**config.mk**
```make
export PLATFORM = sky130hd
export DESIGN_NAME = sram_arb_flat
export DESIGN_NICKNAME = d
export VERILOG_FILES = /design/src/rtl/sram_arb_if.sv /design/src/rtl/sram_arb.sv /design/src/flat_wrapper.sv
export SDC_FILE = /design/constraint.sdc
export NUM_CORES = 1
export LEC_CHECK = 0
export ABC_AREA = 1
export ABC_CLOCK_PERIOD_IN_PS = 1700
export BUFFER_PORTS_ARGS = -buffer_cell sky130_fd_sc_hd__buf_2
export CORE_ASPECT_RATIO = 1.1
export CORE_MARGIN = 8
export CORE_UTILIZATION = 30
export DETAILED_ROUTE_END_ITERATION = 8
export PLACE_DENSITY_LB_ADDON = 0.08
export SYNTH_ARGS = -nofsm -noshare
export SYNTH_HDL_FRONTEND = slang
export SYNTH_SLANG_ARGS = --single-unit
```
**constraint.sdc**
```tcl
create_clock -name clk -period 1.7 [get_ports clk]
set_input_delay 0.17 -clock clk [delete_from_list [all_inputs] [get_ports clk]]
set_output_delay 0.17 -clock clk [all_outputs]
set_load 0.05 [all_outputs]
```
**src/rtl/sram_arb_if.sv**
```systemverilog
// rtl/sram_arb_if.sv - CPU byte port, DMA word port and SRAM pin bundle for sram_arb
interface sram_arb_if #(
  parameter int AW = 22
);
  logic          cpu_req;
  logic          cpu_we;
  logic [AW:0]   cpu_addr;
  logic [7:0]    cpu_dati;
  logic [7:0]    cpu_dato;
  logic          cpu_ack;
  logic          cpu_ovf;
  logic          dma_req;
  logic          dma_we;
  logic [AW-1:0] dma_addr;
  logic [15:0]   dma_dati;
  logic [15:0]   dma_dato;
  logic          dma_ack;
  logic [AW-1:0] ram_addr;
  logic [15:0]   ram_dout;
  logic [15:0]   ram_din;
  logic          ram_dq_oe;
  logic          ram_oe_n;
  logic          ram_we_n;
  logic          ram_ub_n;
  logic          ram_lb_n;

  modport slave (
    input  cpu_req, cpu_we, cpu_addr, cpu_dati,
    output cpu_dato, cpu_ack, cpu_ovf,
    input  dma_req, dma_we, dma_addr, dma_dati,
    output dma_dato, dma_ack,
    output ram_addr, ram_dout, ram_dq_oe, ram_oe_n, ram_we_n, ram_ub_n, ram_lb_n,
    input  ram_din
  );

  modport master (
    output cpu_req, cpu_we, cpu_addr, cpu_dati,
    input  cpu_dato, cpu_ack, cpu_ovf,
    output dma_req, dma_we, dma_addr, dma_dati,
    input  dma_dato, dma_ack,
    input  ram_addr, ram_dout, ram_dq_oe, ram_oe_n, ram_we_n, ram_ub_n, ram_lb_n,
    output ram_din
  );
endinterface

```
**src/rtl/sram_arb.sv**
```systemverilog
// rtl/sram_arb.sv - CPU-priority arbiter and wait-state sequencer for a 16-bit async SRAM
module sram_arb #(
  parameter int AW    = 22,
  parameter int RD_WS = 3,
  parameter int WR_WS = 2
) (
  input  logic         clk,
  input  logic         rst_n,
  sram_arb_if.slave    bus
);
  typedef enum logic [2:0] {IDLE, SETUP, ACCESS, HOLD, DONE} state_t;

  localparam logic [3:0] RD_LD = 4'(RD_WS - 1);
  localparam logic [3:0] WR_LD = 4'(WR_WS - 1);

  state_t        state_q, state_d;
  logic          own_cpu_q, own_cpu_d;
  logic          we_q, we_d;
  logic [AW-1:0] ram_addr_q, ram_addr_d;
  logic [15:0]   ram_dout_q, ram_dout_d;
  logic          ub_n_q, ub_n_d;
  logic          lb_n_q, lb_n_d;
  logic [3:0]    ws_ctr_q, ws_ctr_d;
  logic          cpu_pend_q, cpu_pend_d;
  logic          pend_we_q, pend_we_d;
  logic [AW:0]   pend_addr_q, pend_addr_d;
  logic [7:0]    pend_dati_q, pend_dati_d;
  logic          cpu_ovf_q, cpu_ovf_d;
  logic [7:0]    cpu_dato_q, cpu_dato_d;
  logic [15:0]   dma_dato_q, dma_dato_d;

  logic          cpu_grant;
  logic          g_we;
  logic [AW:0]   g_addr;
  logic [7:0]    g_dati;

  always_comb begin
    state_d     = state_q;
    own_cpu_d   = own_cpu_q;
    we_d        = we_q;
    ram_addr_d  = ram_addr_q;
    ram_dout_d  = ram_dout_q;
    ub_n_d      = ub_n_q;
    lb_n_d      = lb_n_q;
    ws_ctr_d    = ws_ctr_q;
    cpu_pend_d  = cpu_pend_q;
    pend_we_d   = pend_we_q;
    pend_addr_d = pend_addr_q;
    pend_dati_d = pend_dati_q;
    cpu_ovf_d   = cpu_ovf_q;
    cpu_dato_d  = cpu_dato_q;
    dma_dato_d  = dma_dato_q;

    cpu_grant = (state_q == IDLE) && (bus.cpu_req || cpu_pend_q);
    g_we      = cpu_pend_q ? pend_we_q   : bus.cpu_we;
    g_addr    = cpu_pend_q ? pend_addr_q : bus.cpu_addr;
    g_dati    = cpu_pend_q ? pend_dati_q : bus.cpu_dati;

    // A pending request is always served before a fresh strobe, which then takes its slot.
    if (bus.cpu_req) begin
      if (cpu_pend_q && !cpu_grant) begin
        cpu_ovf_d = 1'b1;
      end else if (cpu_pend_q || !cpu_grant) begin
        cpu_pend_d  = 1'b1;
        pend_we_d   = bus.cpu_we;
        pend_addr_d = bus.cpu_addr;
        pend_dati_d = bus.cpu_dati;
      end
    end else if (cpu_grant) begin
      cpu_pend_d = 1'b0;
    end

    case (state_q)
      IDLE: begin
        if (cpu_grant) begin
          own_cpu_d  = 1'b1;
          we_d       = g_we;
          ram_addr_d = g_addr[AW:1];
          ram_dout_d = {g_dati, g_dati};
          ub_n_d     = ~g_addr[0];
          lb_n_d     = g_addr[0];
          state_d    = SETUP;
        end else if (bus.dma_req) begin
          own_cpu_d  = 1'b0;
          we_d       = bus.dma_we;
          ram_addr_d = bus.dma_addr;
          ram_dout_d = bus.dma_dati;
          ub_n_d     = 1'b0;
          lb_n_d     = 1'b0;
          state_d    = SETUP;
        end
      end
      SETUP: begin
        ws_ctr_d = we_q ? WR_LD : RD_LD;
        state_d  = ACCESS;
      end
      ACCESS: begin
        if (ws_ctr_q == 4'd0) begin
          if (we_q) begin
            state_d = HOLD;
          end else begin
            state_d = DONE;
            if (own_cpu_q) begin
              cpu_dato_d = ub_n_q ? bus.ram_din[7:0] : bus.ram_din[15:8];
            end else begin
              dma_dato_d = bus.ram_din;
            end
          end
        end else begin
          ws_ctr_d = ws_ctr_q - 4'd1;
        end
      end
      HOLD:    state_d = DONE;
      DONE:    state_d = IDLE;
      default: state_d = IDLE;
    endcase
  end

  always_ff @(posedge clk or negedge rst_n) begin
    if (!rst_n) begin
      state_q     <= IDLE;
      own_cpu_q   <= 1'b0;
      we_q        <= 1'b0;
      ram_addr_q  <= '0;
      ram_dout_q  <= '0;
      ub_n_q      <= 1'b1;
      lb_n_q      <= 1'b1;
      ws_ctr_q    <= '0;
      cpu_pend_q  <= 1'b0;
      pend_we_q   <= 1'b0;
      pend_addr_q <= '0;
      pend_dati_q <= '0;
      cpu_ovf_q   <= 1'b0;
      cpu_dato_q  <= '0;
      dma_dato_q  <= '0;
    end else begin
      state_q     <= state_d;
      own_cpu_q   <= own_cpu_d;
      we_q        <= we_d;
      ram_addr_q  <= ram_addr_d;
      ram_dout_q  <= ram_dout_d;
      ub_n_q      <= ub_n_d;
      lb_n_q      <= lb_n_d;
      ws_ctr_q    <= ws_ctr_d;
      cpu_pend_q  <= cpu_pend_d;
      pend_we_q   <= pend_we_d;
      pend_addr_q <= pend_addr_d;
      pend_dati_q <= pend_dati_d;
      cpu_ovf_q   <= cpu_ovf_d;
      cpu_dato_q  <= cpu_dato_d;
      dma_dato_q  <= dma_dato_d;
    end
  end

  // Strobes decode straight from state so an async reset drops them in the same cycle.
  logic active;
  assign active = (state_q == SETUP) || (state_q == ACCESS) || (state_q == HOLD);

  assign bus.ram_addr  = ram_addr_q;
  assign bus.ram_dout  = ram_dout_q;
  assign bus.ram_dq_oe = active && we_q;
  assign bus.ram_oe_n  = !(((state_q == SETUP) || (state_q == ACCESS)) && !we_q);
  assign bus.ram_we_n  = !((state_q == ACCESS) && we_q);
  assign bus.ram_ub_n  = active ? ub_n_q : 1'b1;
  assign bus.ram_lb_n  = active ? lb_n_q : 1'b1;
  assign bus.cpu_ack   = (state_q == DONE) && own_cpu_q;
  assign bus.dma_ack   = (state_q == DONE) && !own_cpu_q;
  assign bus.cpu_dato  = cpu_dato_q;
  assign bus.dma_dato  = dma_dato_q;
  assign bus.cpu_ovf   = cpu_ovf_q;
endmodule

```
**src/flat_wrapper.sv**
```systemverilog
// flat-port wrapper written by rule: the top's interface ports become plain ports
module sram_arb_flat 
#(
  parameter int AW    = 22,
  parameter int RD_WS = 3,
  parameter int WR_WS = 2
)
  (clk, rst_n, bus_cpu_req, bus_cpu_we, bus_cpu_addr, bus_cpu_dati, bus_cpu_dato, bus_cpu_ack, bus_cpu_ovf, bus_dma_req, bus_dma_we, bus_dma_addr, bus_dma_dati, bus_dma_dato, bus_dma_ack, bus_ram_addr, bus_ram_dout, bus_ram_dq_oe, bus_ram_oe_n, bus_ram_we_n, bus_ram_ub_n, bus_ram_lb_n, bus_ram_din);
  sram_arb_if #(.AW(AW)) bus_i ();
  input  logic clk;
  input  logic rst_n;
  input wire logic [$bits(bus_i.cpu_req)-1:0] bus_cpu_req;
  input wire logic [$bits(bus_i.cpu_we)-1:0] bus_cpu_we;
  input wire logic [$bits(bus_i.cpu_addr)-1:0] bus_cpu_addr;
  input wire logic [$bits(bus_i.cpu_dati)-1:0] bus_cpu_dati;
  output wire logic [$bits(bus_i.cpu_dato)-1:0] bus_cpu_dato;
  output wire logic [$bits(bus_i.cpu_ack)-1:0] bus_cpu_ack;
  output wire logic [$bits(bus_i.cpu_ovf)-1:0] bus_cpu_ovf;
  input wire logic [$bits(bus_i.dma_req)-1:0] bus_dma_req;
  input wire logic [$bits(bus_i.dma_we)-1:0] bus_dma_we;
  input wire logic [$bits(bus_i.dma_addr)-1:0] bus_dma_addr;
  input wire logic [$bits(bus_i.dma_dati)-1:0] bus_dma_dati;
  output wire logic [$bits(bus_i.dma_dato)-1:0] bus_dma_dato;
  output wire logic [$bits(bus_i.dma_ack)-1:0] bus_dma_ack;
  output wire logic [$bits(bus_i.ram_addr)-1:0] bus_ram_addr;
  output wire logic [$bits(bus_i.ram_dout)-1:0] bus_ram_dout;
  output wire logic [$bits(bus_i.ram_dq_oe)-1:0] bus_ram_dq_oe;
  output wire logic [$bits(bus_i.ram_oe_n)-1:0] bus_ram_oe_n;
  output wire logic [$bits(bus_i.ram_we_n)-1:0] bus_ram_we_n;
  output wire logic [$bits(bus_i.ram_ub_n)-1:0] bus_ram_ub_n;
  output wire logic [$bits(bus_i.ram_lb_n)-1:0] bus_ram_lb_n;
  input wire logic [$bits(bus_i.ram_din)-1:0] bus_ram_din;
  assign bus_i.cpu_req = bus_cpu_req;
  assign bus_i.cpu_we = bus_cpu_we;
  assign bus_i.cpu_addr = bus_cpu_addr;
  assign bus_i.cpu_dati = bus_cpu_dati;
  assign bus_cpu_dato = bus_i.cpu_dato;
  assign bus_cpu_ack = bus_i.cpu_ack;
  assign bus_cpu_ovf = bus_i.cpu_ovf;
  assign bus_i.dma_req = bus_dma_req;
  assign bus_i.dma_we = bus_dma_we;
  assign bus_i.dma_addr = bus_dma_addr;
  assign bus_i.dma_dati = bus_dma_dati;
  assign bus_dma_dato = bus_i.dma_dato;
  assign bus_dma_ack = bus_i.dma_ack;
  assign bus_ram_addr = bus_i.ram_addr;
  assign bus_ram_dout = bus_i.ram_dout;
  assign bus_ram_dq_oe = bus_i.ram_dq_oe;
  assign bus_ram_oe_n = bus_i.ram_oe_n;
  assign bus_ram_we_n = bus_i.ram_we_n;
  assign bus_ram_ub_n = bus_i.ram_ub_n;
  assign bus_ram_lb_n = bus_i.ram_lb_n;
  assign bus_i.ram_din = bus_ram_din;
  sram_arb #(.AW(AW), .RD_WS(RD_WS), .WR_WS(WR_WS)) u_core (.clk(clk), .rst_n(rst_n), .bus(bus_i));
endmodule
```
# After elaboration in Yosys (flattened, before gate mapping)

Index checks and enable logic that the tools add are counted.
W data, S select, Z words.

Flip-flop bits (word level): 107
Input bits: 91
Output and inout port bits: 70
Logic and storage cells: 86

Add/sub/neg operators: 1
Eq/ne operators: 9
Multiplexer cells: 28
Bitwise operators: 4
Reductions and logical operators: 29

Operator list:

| cell                  | count |
|---|---|
| $mux W22              | 2 |
| $mux W16              | 2 |
| $mux W23              | 1 |
| $mux W8               | 2 |
| $mux W1               | 13 |
| $mux W3               | 4 |
| $pmux W3 S4           | 1 |
| $pmux W4 S2           | 1 |
| $reduce_and A2 Y1     | 4 |
| $reduce_and A4 Y1     | 2 |
| $logic_and A1 B1 Y1   | 7 |
| $eq A3 B2 Y1 const B  | 2 |
| $reduce_and A3 Y1     | 2 |
| $reduce_bool A2 Y1    | 3 |
| $logic_not A1 Y1      | 5 |
| $logic_not A4 Y1      | 1 |
| $logic_or A1 B1 Y1    | 4 |
| $mux W4               | 1 |
| $ne A2 B1 Y1 const B  | 2 |
| $ne A2 B2 Y1 const B  | 2 |
| $not A1 Y1            | 4 |
| $sub A4 B1 Y4 const B | 1 |
| $eq A3 B1 Y1 const B  | 1 |
| $eq A3 B3 Y1 const B  | 1 |
| other kinds (3)       | 3 |

# Longest topological paths before layout

Depth in word-level cells: 7
Depth in mapped cells: 9
Mapped depth without buffers: 7

# Worst setup path before layout

No wires, ideal clock.

Path type: register to output
From: register u_core.we_q
To: output bus_ram_dq_oe
Arrival: 1.560 ns
Data required time: 1.530 ns
Setup slack: -0.030 ns
Stages on the path, launching flop included: 3
Cells stage by stage: dfrtp_1 -> inv_1 -> nor3_1

Cells in the longest elaborated chain, start to end: 1

Ends and longest elaborated chain:

| element                | line               | source |
|---|---|---|
| start, declared        | sram_arb.sv:18     | `logic we_q, we_d;` |
| start signal, assigned | sram_arb.sv:139    | `we_q <= we_d;` |
| $logic_and A1 B1 Y1    | sram_arb.sv:161    | `assign bus.ram_dq_oe = active && we_q;` |
| end, declared          | flat_wrapper.sv:27 | `output wire logic [$bits(bus_i.ram_dq_oe)-1:0] bus_ram_dq_oe;` |

No other way between the ends.

# Worst setup path in the final report

From: register u_core.state_q[0]
To: output bus_cpu_ack

Cells in the longest elaborated chain, start to end: 2

Ends and longest elaborated chain:

| element                | line               | source |
|---|---|---|
| start, declared        | sram_arb.sv:16     | `state_t state_q, state_d;` |
| start signal, assigned | sram_arb.sv:137    | `state_q <= state_d;` |
| $eq A3 B3 Y1           | sram_arb.sv:166    | `assign bus.cpu_ack = (state_q == DONE) && own_cpu_q;` |
| $logic_and A1 B1 Y1    | sram_arb.sv:166    |  |
| end, declared          | flat_wrapper.sv:17 | `output wire logic [$bits(bus_i.cpu_ack)-1:0] bus_cpu_ack;` |

No other way between the ends.

==> report_table.html <==
<table>
<tr><th>Metric</th><th>Value</th></tr>
<tr><th colspan="2">Die</th></tr>
<tr><td>Core ar.</td><td>17600 um2</td></tr>
<tr><td>Area of the die</td><td>22500 um2</td></tr>
<tr><td>Starting density of the core</td><td>30.5%</td></tr>
<tr><td>Ports</td><td>161</td></tr>
<tr><td>Width of the die</td><td>144 um</td></tr>
<tr><td>Row count</td><td>51</td></tr>
<tr><td>Die height</td><td>156 um</td></tr>
<tr><th colspan="2">Placement</th></tr>
<tr><td>Final GP Congestion</td><td>0.702</td></tr>
<tr><td>Worst setup slack before clock tree synthesis</td><td>0.0325 ns</td></tr>
<tr><td>HPWL after detailed placement</td><td>12.0 mm</td></tr>
<tr><td>Count of input and output buffers</td><td>160</td></tr>
<tr><th colspan="2">Yosys</th></tr>
<tr><td>Multiplexer share of the synthesized area</td><td>0%</td></tr>
<tr><td>Main combinational cell family by area after synthesis</td><td>simple AND/OR/NAND/NOR gates</td></tr>
<tr><td>Mean cell area of the mapped netlist</td><td>7.17 um2</td></tr>
<tr><td>Sequential fraction of the synthesis area</td><td>49.9%</td></tr>
<tr><td>Adder and majority gate portion of the synthesized area</td><td>0.233%</td></tr>
<tr><td>Count of unique library cells instantiated by Yosys</td><td>25</td></tr>
<tr><td>Instance count of the mapped netlist</td><td>750</td></tr>
<tr><td>Total nets after synthesis</td><td>842</td></tr>
<tr><td>Count of synthesis-stage warnings from yosys</td><td>0</td></tr>
<tr><td>XOR/XNOR Fraction of Synth Area</td><td>0.163%</td></tr>
<tr><td>FF+latch count, synth</td><td>107</td></tr>
<tr><td>Compound-gate portion of the synthesized area</td><td>6.61%</td></tr>
<tr><td>Total standard cell area after synthesis</td><td>5370 um2</td></tr>
<tr><td>Post-Synth Simple-Gate Area</td><td>32.9%</td></tr>
<tr><th colspan="2">Drt</th></tr>
<tr><td>Remaining number of nets flagged by the antenna check after routing</td><td>0</td></tr>
<tr><td>Final routed DRC violation total</td><td>0</td></tr>
<tr><td>Detailed Route Iter0 Violations</td><td>269</td></tr>
<tr><td>Routed WL per cell</td><td>14.4 um</td></tr>
<tr><td>Vias</td><td>5012</td></tr>
<tr><td>Number of detailed-routing iterations run before antenna repair</td><td>4</td></tr>
<tr><td>Routed Wire Length</td><td>16.6 mm</td></tr>
<tr><td>Vias per inst</td><td>4.35</td></tr>
<tr><th colspan="2">Power</th></tr>
<tr><td>Lkg Pwr</td><td>4.03 nW</td></tr>
<tr><td>Share of total power in the clock network</td><td>13.8%</td></tr>
<tr><td>IR Drop Worst-Case VDD</td><td>0.000741 V</td></tr>
<tr><td>Sw frac</td><td>52.9%</td></tr>
<tr><td>Switch Pwr</td><td>0.00848 W</td></tr>
<tr><td>Part of the power in combinational logic</td><td>57.7%</td></tr>
<tr><td>Flop pwr share</td><td>28.5%</td></tr>
<tr><td>Power density over the cells</td><td>2300 nW/um2</td></tr>
<tr><td>Design internal power</td><td>0.00756 W</td></tr>
<tr><th colspan="2">Global routing</th></tr>
<tr><td>Wire length of the first global-routing pass</td><td>27.2 mm</td></tr>
<tr><td>Met2 demand-to-capacity share in global routing</td><td>24.4%</td></tr>
<tr><td>Peak-usage layer in the global routing report</td><td>met2</td></tr>
<tr><td>GR Overflow Total</td><td>0</td></tr>
<tr><td>Met3 Track Usage GR</td><td>3.56%</td></tr>
<tr><td>Number of global-route vias before repair</td><td>5071</td></tr>
<tr><td>Global-route track usage on met1</td><td>20.2%</td></tr>
<tr><td>GR Util All Layers</td><td>15.3%</td></tr>
<tr><td>Initial antenna violation count</td><td>2</td></tr>
<tr><td>Pin count of the biggest net entering global routing</td><td>56</td></tr>
<tr><th colspan="2">STA</th></tr>
<tr><td>Final WS setup</td><td>0.0464 ns</td></tr>
<tr><td>Fmax</td><td>0.605 GHz</td></tr>
<tr><td>Worst relative slew slack</td><td>70.2%</td></tr>
<tr><td>Max-slew violation count</td><td>0</td></tr>
<tr><td>Minimum clock period after layout</td><td>1.65 ns</td></tr>
<tr><td>Clock Skews</td><td>0.00990 ns</td></tr>
<tr><td>Setup repair after global routing missed its margin</td><td>yes</td></tr>
<tr><td>Transition time of the tightest slew-check pin</td><td>0.447 ns</td></tr>
<tr><td>Period utilisation layout</td><td>97.3%</td></tr>
<tr><td>Final setup violation count</td><td>0</td></tr>
<tr><td>Hold Fails Final Rpt</td><td>0</td></tr>
<tr><td>Smallest hold slack</td><td>0.0514 ns</td></tr>
<tr><td>Setup TNS</td><td>0 ns</td></tr>
<tr><th colspan="2">Layout</th></tr>
<tr><td>Fraction of layout cells with a size suffix above 1</td><td>24.4%</td></tr>
<tr><td>Commonest non-fill, non-tap cell in the layout</td><td>nand2_1</td></tr>
<tr><td>Most used cells in the layout excluding fill and tap cells</td><td>nand2_1 (340), buf_2 (154), dfrtp_1 (104), inv_1 (96), nand3_1 (71)</td></tr>
<tr><td>Number of nets in the finished design</td><td>1001</td></tr>
<tr><td>Layout filler cell count</td><td>1958</td></tr>
<tr><td>Diode count</td><td>0</td></tr>
<tr><td>Area delta synth-&gt;final</td><td>29.6%</td></tr>
<tr><th colspan="2">Job</th></tr>
<tr><td>Max-cap check violation count</td><td>0</td></tr>
<tr><th colspan="2">Worst setup path</th></tr>
<tr><td>Start point of the critical path</td><td>u_core.state_q[0]</td></tr>
<tr><td>Slowest stage delay, CP</td><td>0.47 ns</td></tr>
<tr><td>Worst endpoint required time</td><td>1.53 ns</td></tr>
<tr><td>Kind of start point of the critical path</td><td>flip-flop</td></tr>
<tr><td>Arrival @ worst endpoint</td><td>1.48 ns</td></tr>
<tr><td>Highest net fanout along the worst path</td><td>5</td></tr>
<tr><td>Startpoint of the most critical register-to-register path</td><td>u_core.state_q[0]</td></tr>
<tr><td>Critical path buffer and inverter count</td><td>1</td></tr>
<tr><td>Cell-by-cell trace of the critical path</td><td>nor2_4 -&gt; nand2_1 -&gt; nor2_1 -&gt; buf_4</td></tr>
<tr><td>Critical Setup Path Class</td><td>reg2out</td></tr>
<tr><td>Slowest cell on crit path</td><td>dfrtp_2</td></tr>
<tr><td>Largest delay contributor family on the critical path</td><td>flip-flops</td></tr>
<tr><td>Endpoint class of the critical path</td><td>primary output</td></tr>
<tr><th colspan="2">Outcome</th></tr>
<tr><td>Run status</td><td>finished, final reports clean</td></tr>
<tr><th colspan="2">CTS</th></tr>
<tr><td>Number of sinks handled by clock tree synthesis</td><td>107</td></tr>
<tr><td>CTS root buffer</td><td>clkbuf_16</td></tr>
<tr><td>CTS H-tree depth</td><td>3</td></tr>
<tr><td>Worst-path clk slew</td><td>0.08 ns</td></tr>
<tr><td>Bufs on Longest Clock Path</td><td>2</td></tr>
<tr><td>CTS tree</td><td>done</td></tr>
<tr><td>Clock network latency to the later pin of the worst-skew pair</td><td>0.36 ns</td></tr>
<tr><td>CTS Buf Count</td><td>9</td></tr>
<tr><th colspan="2">Worst hold path</th></tr>
<tr><td>Worst hold-check path type</td><td>in2reg</td></tr>
<tr><td>Worst Min Path Start</td><td>bus_ram_din[13]</td></tr>
</table>
[cell type report]
type / count / area (um2) / area share, %
clock buffer: 9 / 225 / 3.23
clock inverter: 7 / 82.6 / 1.19
inverter: 102 / 385 / 5.53
multi-input combinational: 505 / 2200 / 31.6
sequential: 107 / 2680 / 38.5
tap: 238 / 298 / 4.27
timing repair buffer: 184 / 1090 / 15.7
[worst reg2reg max path: stages (launching register included)]
cell     delay (ns)
dfrtp_2        0.47
nor2_4         0.18
nand2_2        0.11
a21oi_4        0.19
buf_12         0.26
nand3_1        0.19
nand2_1        0.09
[path summary, 6_finish.rpt]
check / slack, ns / endpoint / cells past startpoint
max: 0.05 / bus_cpu_ack / 4
min: 0.05 / u_core.bus.dma_dato[13] / 3
max reg2reg: 0.16 / u_core.we_q / 6
min reg2reg: 0.47 / u_core.bus.dma_dato[7] / 2
max in group asynchronous: 0.98 / u_core.lb_n_q / 3
min in group asynchronous: 0.18 / u_core.bus.ram_addr[18] / 2
[per-layer routing]
layer,share of wire (%),vias up,wire length [um]
met4,1.2,4,196
met2,46,112,7630
met1,47,2277,7810
li1,-,2602,-
met5,0.11,-,18
met3,5.8,17,968
[cell families (layout without fill, tap and decap cells)]
group | Yosys count | in the layout
adder cells (fa/ha/maj) | 1 | 1
buffers and inverters | 138 | 302
XOR/XNOR | 1 | 1
AND/OR/NAND/NOR | 435 | 435
flip-flops | 107 | 107
AO/OA/AOI/OAI | 68 | 68
[Yosys cell counts]
master | number | area, um2
ha_1 | 1 | 12.5
a21oi_4 | 1 | 16.3
inv_2 | 3 | 11.3
buf_1 | 1 | 3.75
nor3_1 | 2 | 10.0
dfrtp_1 | 105 | 2630
a21oi_1 | 2 | 10.0
o21ai_1 | 13 | 65.1
clkbuf_1 | 12 | 45.0
xnor2_1 | 1 | 8.76
nand3_4 | 1 | 17.5
buf_2 | 19 | 95.1
dfstp_2 | 2 | 52.6
o21bai_1 | 1 | 7.51
buf_4 | 2 | 15.0
clkbuf_2 | 2 | 10.0
nand3_1 | 75 | 375
clkinv_1 | 1 | 3.75
nand2_1 | 341 | 1280
o21ai_0 | 50 | 250
nand2_2 | 3 | 18.8
nor2_1 | 11 | 41.3
nor2_4 | 2 | 22.5
inv_1 | 98 | 368
o22ai_1 | 1 | 6.26
[registers in the layout (all words and copies together), names as in the netlist, 3 cells and up]
signal	flops
u_core.pend_addr_q	23
u_core.bus.ram_addr	22
u_core.bus.dma_dato	16
u_core.bus.ram_dout	16
u_core.bus.cpu_dato	8
u_core.pend_dati_q	8
u_core.ws_ctr_q	4
u_core.state_q	3
[power groups by stage]
| stage | clock (W) | combinational (W) | sequential [W] |
|---|---|---|---|
| CTS | 0.00230 | 0.00929 | 0.00457 |
| global placement | 0 | 0.00921 | 0.00462 |
| finish | 0.00222 | 0.00926 | 0.00456 |
| floorplan | 0 | 0.00416 | 0.00703 |
| global route | 0.00238 | 0.0103 | 0.00476 |
| detailed placement | 0 | 0.00926 | 0.00459 |
[per-stage QoR]
step / util, % / instances / total power [W] / area [um2]
finish: 39.6 / 1152 / 0.0160 / 6970
floorplan: - / 750 / 0.0112 / 5380
detailed placement: 37.3 / 1133 / 0.0138 / 6570
global route: 39.6 / 1152 / 0.0174 / 6970
CTS: 39.2 / 1150 / 0.0162 / 6910
global placement: 37.3 / 1133 / 0.0138 / 6570
[repair_timing]
| action | in CTS | in global routing |
|---|---|---|
| resized for setup | 6 | 14 |
| buffers inserted | 0 | 2 |
| pin swaps | 1 | 0 |
| endpoints found under the hold margin | 105 | 0 |
| hold buffers | 1 | 0 |
| endpoints found under the setup margin | 4 | 68 |
No activity file was read; power rests on OpenSTA's default activity.
